<file path="config.mk">
export PLATFORM = sky130hd
export DESIGN_NAME = wb_regfile_flat
export DESIGN_NICKNAME = d
export VERILOG_FILES = /design/src/rtl/wb_regfile_if.sv /design/src/rtl/wb_regfile.sv /design/src/flat_wrapper.sv
export SDC_FILE = /design/constraint.sdc
export NUM_CORES = 2
export LEC_CHECK = 0
export CORE_MARGIN = 2
export CORE_UTILIZATION = 25
export DETAILED_ROUTE_END_ITERATION = 10
export PLACE_DENSITY = 0.41
export SYNTH_ARGS = -nofsm -noshare
export SYNTH_HDL_FRONTEND = slang
export SYNTH_SLANG_ARGS = --single-unit
export TNS_END_PERCENT = 10
</file>
<file path="constraint.sdc">
create_clock -name clk -period 12.3 [get_ports clk]
set_input_delay 1.845 -clock clk [delete_from_list [all_inputs] [get_ports clk]]
set_output_delay 1.845 -clock clk [all_outputs]
set_load 0.01 [all_outputs]
</file>
<file path="src/rtl/wb_regfile_if.sv">
// -----------------------------------------------------------------------------
// wb_regfile_if
// Bundles the MEM/WB writeback inputs, the two decode-stage read ports and the
// exported writeback/debug outputs of wb_regfile.
//   master : pipeline side. It drives the writeback fields and read indices and
//            receives the read data, wbdata_out and wbcount_out.
//   slave  : register file side. It has the opposite directions.
// -----------------------------------------------------------------------------
interface wb_regfile_if #(
  parameter int DATA_W = 32,
  parameter int ADDR_W = 5
);
  logic              regwrite_in;
  logic              memtoreg_in;
  logic [DATA_W-1:0] memres_in;
  logic [DATA_W-1:0] alures_in;
  logic [ADDR_W-1:0] writeregister_in;
  logic [ADDR_W-1:0] readreg1_in;
  logic [ADDR_W-1:0] readreg2_in;
  logic [DATA_W-1:0] readdata1_out;
  logic [DATA_W-1:0] readdata2_out;
  logic [DATA_W-1:0] wbdata_out;
  logic [31:0]       wbcount_out;

  modport master (
    output regwrite_in, memtoreg_in, memres_in, alures_in,
           writeregister_in, readreg1_in, readreg2_in,
    input  readdata1_out, readdata2_out, wbdata_out, wbcount_out
  );

  modport slave (
    input  regwrite_in, memtoreg_in, memres_in, alures_in,
           writeregister_in, readreg1_in, readreg2_in,
    output readdata1_out, readdata2_out, wbdata_out, wbcount_out
  );
endinterface

</file>
<file path="src/rtl/wb_regfile.sv">
// -----------------------------------------------------------------------------
// wb_regfile
// Writeback stage plus the 32-entry architectural register file of the 5-stage
// MIPS pipeline.
//   clk      : pipeline clock. All state changes on its rising edge.
//   reset_n  : synchronous active-low reset. It clears every register and the
//              commit counter.
//   bus      : wb_regfile_if.slave, which carries the following signals.
//     regwrite_in / memtoreg_in / memres_in / alures_in / writeregister_in
//                : the writeback request from MEM/WB.
//     readreg1_in / readreg2_in -> readdata1_out / readdata2_out
//                : combinational read ports with same-cycle write bypass.
//     wbdata_out  : the selected writeback value. It also feeds EX forwarding.
//     wbcount_out : the number of committed writes. It wraps at 2**32.
// -----------------------------------------------------------------------------
module wb_regfile #(
  parameter int DATA_W = 32,
  parameter int ADDR_W = 5
) (
  input  logic         clk,
  input  logic         reset_n,
  wb_regfile_if.slave  bus
);
  localparam int NREGS = 2 ** ADDR_W;

  logic [DATA_W-1:0] wbdata;
  logic              we;
  logic [NREGS-1:0]  wsel;
  logic [DATA_W-1:0] regs_reg [NREGS];
  logic [31:0]       wbcount_reg;
  logic [DATA_W-1:0] rd1_next;
  logic [DATA_W-1:0] rd2_next;

  // The writeback mux is valid every cycle, independent of regwrite_in.
  assign wbdata = bus.memtoreg_in ? bus.memres_in : bus.alures_in;

  // Writes to r0 are dropped here. They then neither store nor bypass nor count.
  // The && short-circuits on regwrite_in=0, so an X index cannot raise we.
  assign we = bus.regwrite_in && (bus.writeregister_in != '0);

  // This is a one-hot write decode. Bit 0 stays low because r0 is never stored.
  assign wsel[0] = 1'b0;
  for (genvar gi = 1; gi < NREGS; gi++) begin : g_wsel
    assign wsel[gi] = we && (bus.writeregister_in == ADDR_W'(gi));
  end

  // Every entry is cleared on reset, so the file is built from flops rather than RAM.
  // Entry 0 is still reset, which keeps it defined at 0.
  always_ff @(posedge clk) begin
    for (int i = 0; i < NREGS; i++) begin
      if (!reset_n) begin
        regs_reg[i] <= '0;
      end else if (wsel[i]) begin
        regs_reg[i] <= wbdata;
      end
    end
  end

  always_ff @(posedge clk) begin
    if (!reset_n) begin
      wbcount_reg <= '0;
    end else if (we) begin
      wbcount_reg <= wbcount_reg + 32'd1;
    end
  end

  // Read ports follow three rules in order. Index 0 reads as zero. An index
  // matching the write in flight returns wbdata. Any other index reads the array.
  always_comb begin
    rd1_next = '0;
    if (bus.readreg1_in != '0) begin
      if (we && (bus.readreg1_in == bus.writeregister_in)) begin
        rd1_next = wbdata;
      end else begin
        rd1_next = regs_reg[bus.readreg1_in];
      end
    end
  end

  always_comb begin
    rd2_next = '0;
    if (bus.readreg2_in != '0) begin
      if (we && (bus.readreg2_in == bus.writeregister_in)) begin
        rd2_next = wbdata;
      end else begin
        rd2_next = regs_reg[bus.readreg2_in];
      end
    end
  end

  assign bus.readdata1_out = rd1_next;
  assign bus.readdata2_out = rd2_next;
  assign bus.wbdata_out    = wbdata;
  assign bus.wbcount_out   = wbcount_reg;
endmodule

</file>
<file path="src/flat_wrapper.sv">
// flat-port wrapper written by rule: the top's interface ports become plain ports
module wb_regfile_flat 
#(
  parameter int DATA_W = 32,
  parameter int ADDR_W = 5
)
  (clk, reset_n, bus_regwrite_in, bus_memtoreg_in, bus_memres_in, bus_alures_in, bus_writeregister_in, bus_readreg1_in, bus_readreg2_in, bus_readdata1_out, bus_readdata2_out, bus_wbdata_out, bus_wbcount_out);
  wb_regfile_if #(.DATA_W(DATA_W), .ADDR_W(ADDR_W)) bus_i ();
  input  logic clk;
  input  logic reset_n;
  input wire logic [$bits(bus_i.regwrite_in)-1:0] bus_regwrite_in;
  input wire logic [$bits(bus_i.memtoreg_in)-1:0] bus_memtoreg_in;
  input wire logic [$bits(bus_i.memres_in)-1:0] bus_memres_in;
  input wire logic [$bits(bus_i.alures_in)-1:0] bus_alures_in;
  input wire logic [$bits(bus_i.writeregister_in)-1:0] bus_writeregister_in;
  input wire logic [$bits(bus_i.readreg1_in)-1:0] bus_readreg1_in;
  input wire logic [$bits(bus_i.readreg2_in)-1:0] bus_readreg2_in;
  output wire logic [$bits(bus_i.readdata1_out)-1:0] bus_readdata1_out;
  output wire logic [$bits(bus_i.readdata2_out)-1:0] bus_readdata2_out;
  output wire logic [$bits(bus_i.wbdata_out)-1:0] bus_wbdata_out;
  output wire logic [$bits(bus_i.wbcount_out)-1:0] bus_wbcount_out;
  assign bus_i.regwrite_in = bus_regwrite_in;
  assign bus_i.memtoreg_in = bus_memtoreg_in;
  assign bus_i.memres_in = bus_memres_in;
  assign bus_i.alures_in = bus_alures_in;
  assign bus_i.writeregister_in = bus_writeregister_in;
  assign bus_i.readreg1_in = bus_readreg1_in;
  assign bus_i.readreg2_in = bus_readreg2_in;
  assign bus_readdata1_out = bus_i.readdata1_out;
  assign bus_readdata2_out = bus_i.readdata2_out;
  assign bus_wbdata_out = bus_i.wbdata_out;
  assign bus_wbcount_out = bus_i.wbcount_out;
  wb_regfile #(.DATA_W(DATA_W), .ADDR_W(ADDR_W)) u_core (.clk(clk), .reset_n(reset_n), .bus(bus_i));
endmodule
</file>
==> run metrics <==
status=finished, final reports clean; main combinational cell family by area after synthesis=multiplexers; met2 usage=0.3197; post-synthesis mux area share=0.2112; maxcap violations=0; Clock Latency Late Sink=slightly below 0.8 ns; initial DRC count=between 4000 and 5000; Post-route DRC=0; DP Wirelength=131.5 mm; All-Layer GR Usage=0.1988; ys async rst share=0; f_max=around 120 MHz; Synth Register Bits=1024; global-route wire length before repair=307.8 mm; footprint of the multi-input gates=22120 um2; Register Area=between 30000 and 40000 um2; Distinct cells, synth=45; Simple-Gate Fraction of Synth Area=0.1063; global route overflow=0; CTS resizes=0; top cells by count, synth=1084 x nor2_1, 992 x edfxtp_1, 308 x clkbuf_1, 288 x mux4_2, 256 x mux2_2; most frequent cell after synthesis=nor2_1; Via Count=38400; Final #Nets=roughly 4400; clock-pin transition on the worst setup and hold timing paths=approximately 0.050 ns; post-synthesis compound-gate area fraction=0.07382; Synth area leaders=edfxtp_1 56%, mux4_2 12%, nor2_1 7.6%, mux2_2 5.4%, mux2i_1 3.6%; Worst EP arrival=~6.7 ns; Antenna Violating Nets Remaining=0; Cells after Synth=between 4000 and 5000; WP data required=10.45 ns; Final GP Congestion=between 0.8 and 0.9; Total Neg Setup Slack=0 ns; pin count of the biggest net entering global routing=about 110; CP peak stage delay=around 1.1 ns; drt total wl=221.1 mm; Setup Fix Bufs, Post-CTS=0; Filler cells=between 20000 and 25000; Detailed Routing Iterations Pass 1=8; fin crit share=0.6974; Max VDD drop=roughly 0.00011 V; synthesized area=approximately 54000 um2; die area=about 220000 um2; worst-path maximum fanout=64; largest area contributor in the netlist=edfxtp_1; CP Cell Sequence=clkdlybuf4s50_1 -> or4_1 -> o21ai_4 -> nor3_4 -> buf_4 -> nor3_1 -> a221oi_1 -> clkdlybuf4s50_1; Worst Tran Pin Value=~1.3 ns; leakage=about 21 nW; critical path's top delay family=buffers and inverters; initial core utilization=0.2520; Final Slew Violations=0; Root Buffer=clkbuf_16; Crit Path Class=input pin to primary output; Tmin final=8.578 ns; cell mode on critical path=clkdlybuf4s50_1; fraction of layout cells with a size suffix above 1=0.2255; Slew Limit Headroom=0.1494; core area=212700 um2; M1 GR Usage=0.2648; Critical Path End Type=primary output; Sink Count=approximately 1000; HP Class=register to register; number of core rows=169; pwr dens=roughly 140 nW/um2; post-route cell area=approximately 63000 um2; CTS tree=done; post-DR wirelength/cell=30.75 um; mean post-synth cell area=around 13 um2; Worst Skew=roughly 0.013 ns; H-tree levels=4; Synth Warn #=0; hold_buf cts=0; share of the synthesized area in the top cell type=0.5557; RSZ-0062 raised after global routing=false; Max stage delay cell, worst path=a221oi_1; endpoints failing setup=0; Longest Clk Path Bufs=3; die width=between 400 and 500 um; final hold viol count=0; Ports=211; routed vias/inst=5.340; total CTS buffers=130; gr busiest metal=met2; M3 GR Usage=0.03817; Top FF cell, synth=edfxtp_1; vias in the first global route=38550; Area Overhead vs Synth=18.29%; Port Buffer Count=210; Critical Path Source Type=input pin; Area after DPL=59490 um2; XOR/XNOR share of the synthesized area=0.003758; max reg flops=between 900 and 1000; Bufs and invs on worst path=3; Seq/Total Area, Yosys=0.5676; Die Ht=approximately 470 um; initial antenna violation count=11; post-synthesis net count=4319; number of flops mapped to enable cells by yosys=between 900 and 1000; Post-Synth Adder-Cell Area=0.0002334
[stage by stage]
step                  util  std cells  total power (W)  hold WS, ns  setup slack (ns)
detailed placement  0.2797       6964         0.005487       0.5016             3.804
global placement    0.2797       6964         0.005484       0.4941             3.962
floorplan                -       4235         0.004856       0.5083             6.809
global route        0.2981       7191         0.009347       0.5393             3.717
finish              0.2981       7191         0.009072       0.5124             3.722
CTS                 0.2981       7190         0.009150       0.5144             3.803
[where the power goes]
| group | internal (W) | switching (W) | total [W] |
|---|---|---|---|
| combinational | 0.000492 | 0.000817 | 0.00131 |
| clock | 0.00209 | 0.00156 | 0.00365 |
| sequential | 0.00402 | 0.0000962 | 0.00411 |
| total | 0.00659 | 0.00248 | 0.00907 |
[worst paths after layout]
check                                 start                    endpoint  slack, ns  cells after the start
hold / removal    u_core.bus.wbcount_out[6]   u_core.bus.wbcount_out[6]       0.51                      2
setup reg to reg  u_core.bus.wbcount_out[3]  u_core.bus.wbcount_out[17]      10.04                      5
setup / recovery    bus_writeregister_in[1]        bus_readdata1_out[4]       3.72                      8
hold reg to reg   u_core.bus.wbcount_out[6]   u_core.bus.wbcount_out[6]       0.51                      2
[per-layer routing]
| metal | vias to the layer above | part of all wire |
|---|---|---|
| met5 | - | 0.00042 |
| met4 | 14 | 0.037 |
| met3 | 330 | 0.069 |
| met2 | 1620 | 0.47 |
| met1 | 20260 | 0.42 |
| li1 | 16180 | - |
[area by class of cell]
cell class / count / share of cell area
flip-flops and latches: 1024 / 0.4799
clock inverters: 63 / 0.008070
clock buffers: 163 / 0.05375
repair buffers: 358 / 0.05146
inverters: 40 / 0.002368
diodes: 1 / 0.00003946
multi-input cells: 2721 / 0.3488
well taps: 2821 / 0.05566
[logic make-up (layout without fill, tap and decap cells)]
kind of cell	after synthesis	count (layout)
compound gates	545	545
xor+xnor	23	23
fa+ha+maj	1	1
buf+inv	490	624
flops	1024	1024
mux	739	739
other cells	0	1
simple gates	1413	1413
[tightest hold or removal path: cells and delay by family (launching register included)]
kind	cells	cell delay [ns]
flip-flops	1	0.33
AO/OA/AOI/OAI	2	0.14
[cell usage in the layout, fill, tap and decap left out, drive strengths merged, types with 12 or more instances in the layout]
cell type,Yosys,final
clkbuf,308,163
inv,40,49
edfxtp,992,992
a21oi,17,17
clkdlybuf4s50,0,200
a221oi,96,96
nand4,12,12
o21ai,74,74
nand2,122,122
a22o,64,64
nor2,1084,1084
o22ai,128,128
o311ai,32,32
dfxtp,32,32
mux2i,195,195
nor3,108,108
mux2,256,256
clkinv,0,48
a22oi,95,95
mux4,288,288
nand3,23,23
xnor2,20,20
buf,142,158
a211oi,32,32
Note: power is estimated with default switching activity, not from simulation.
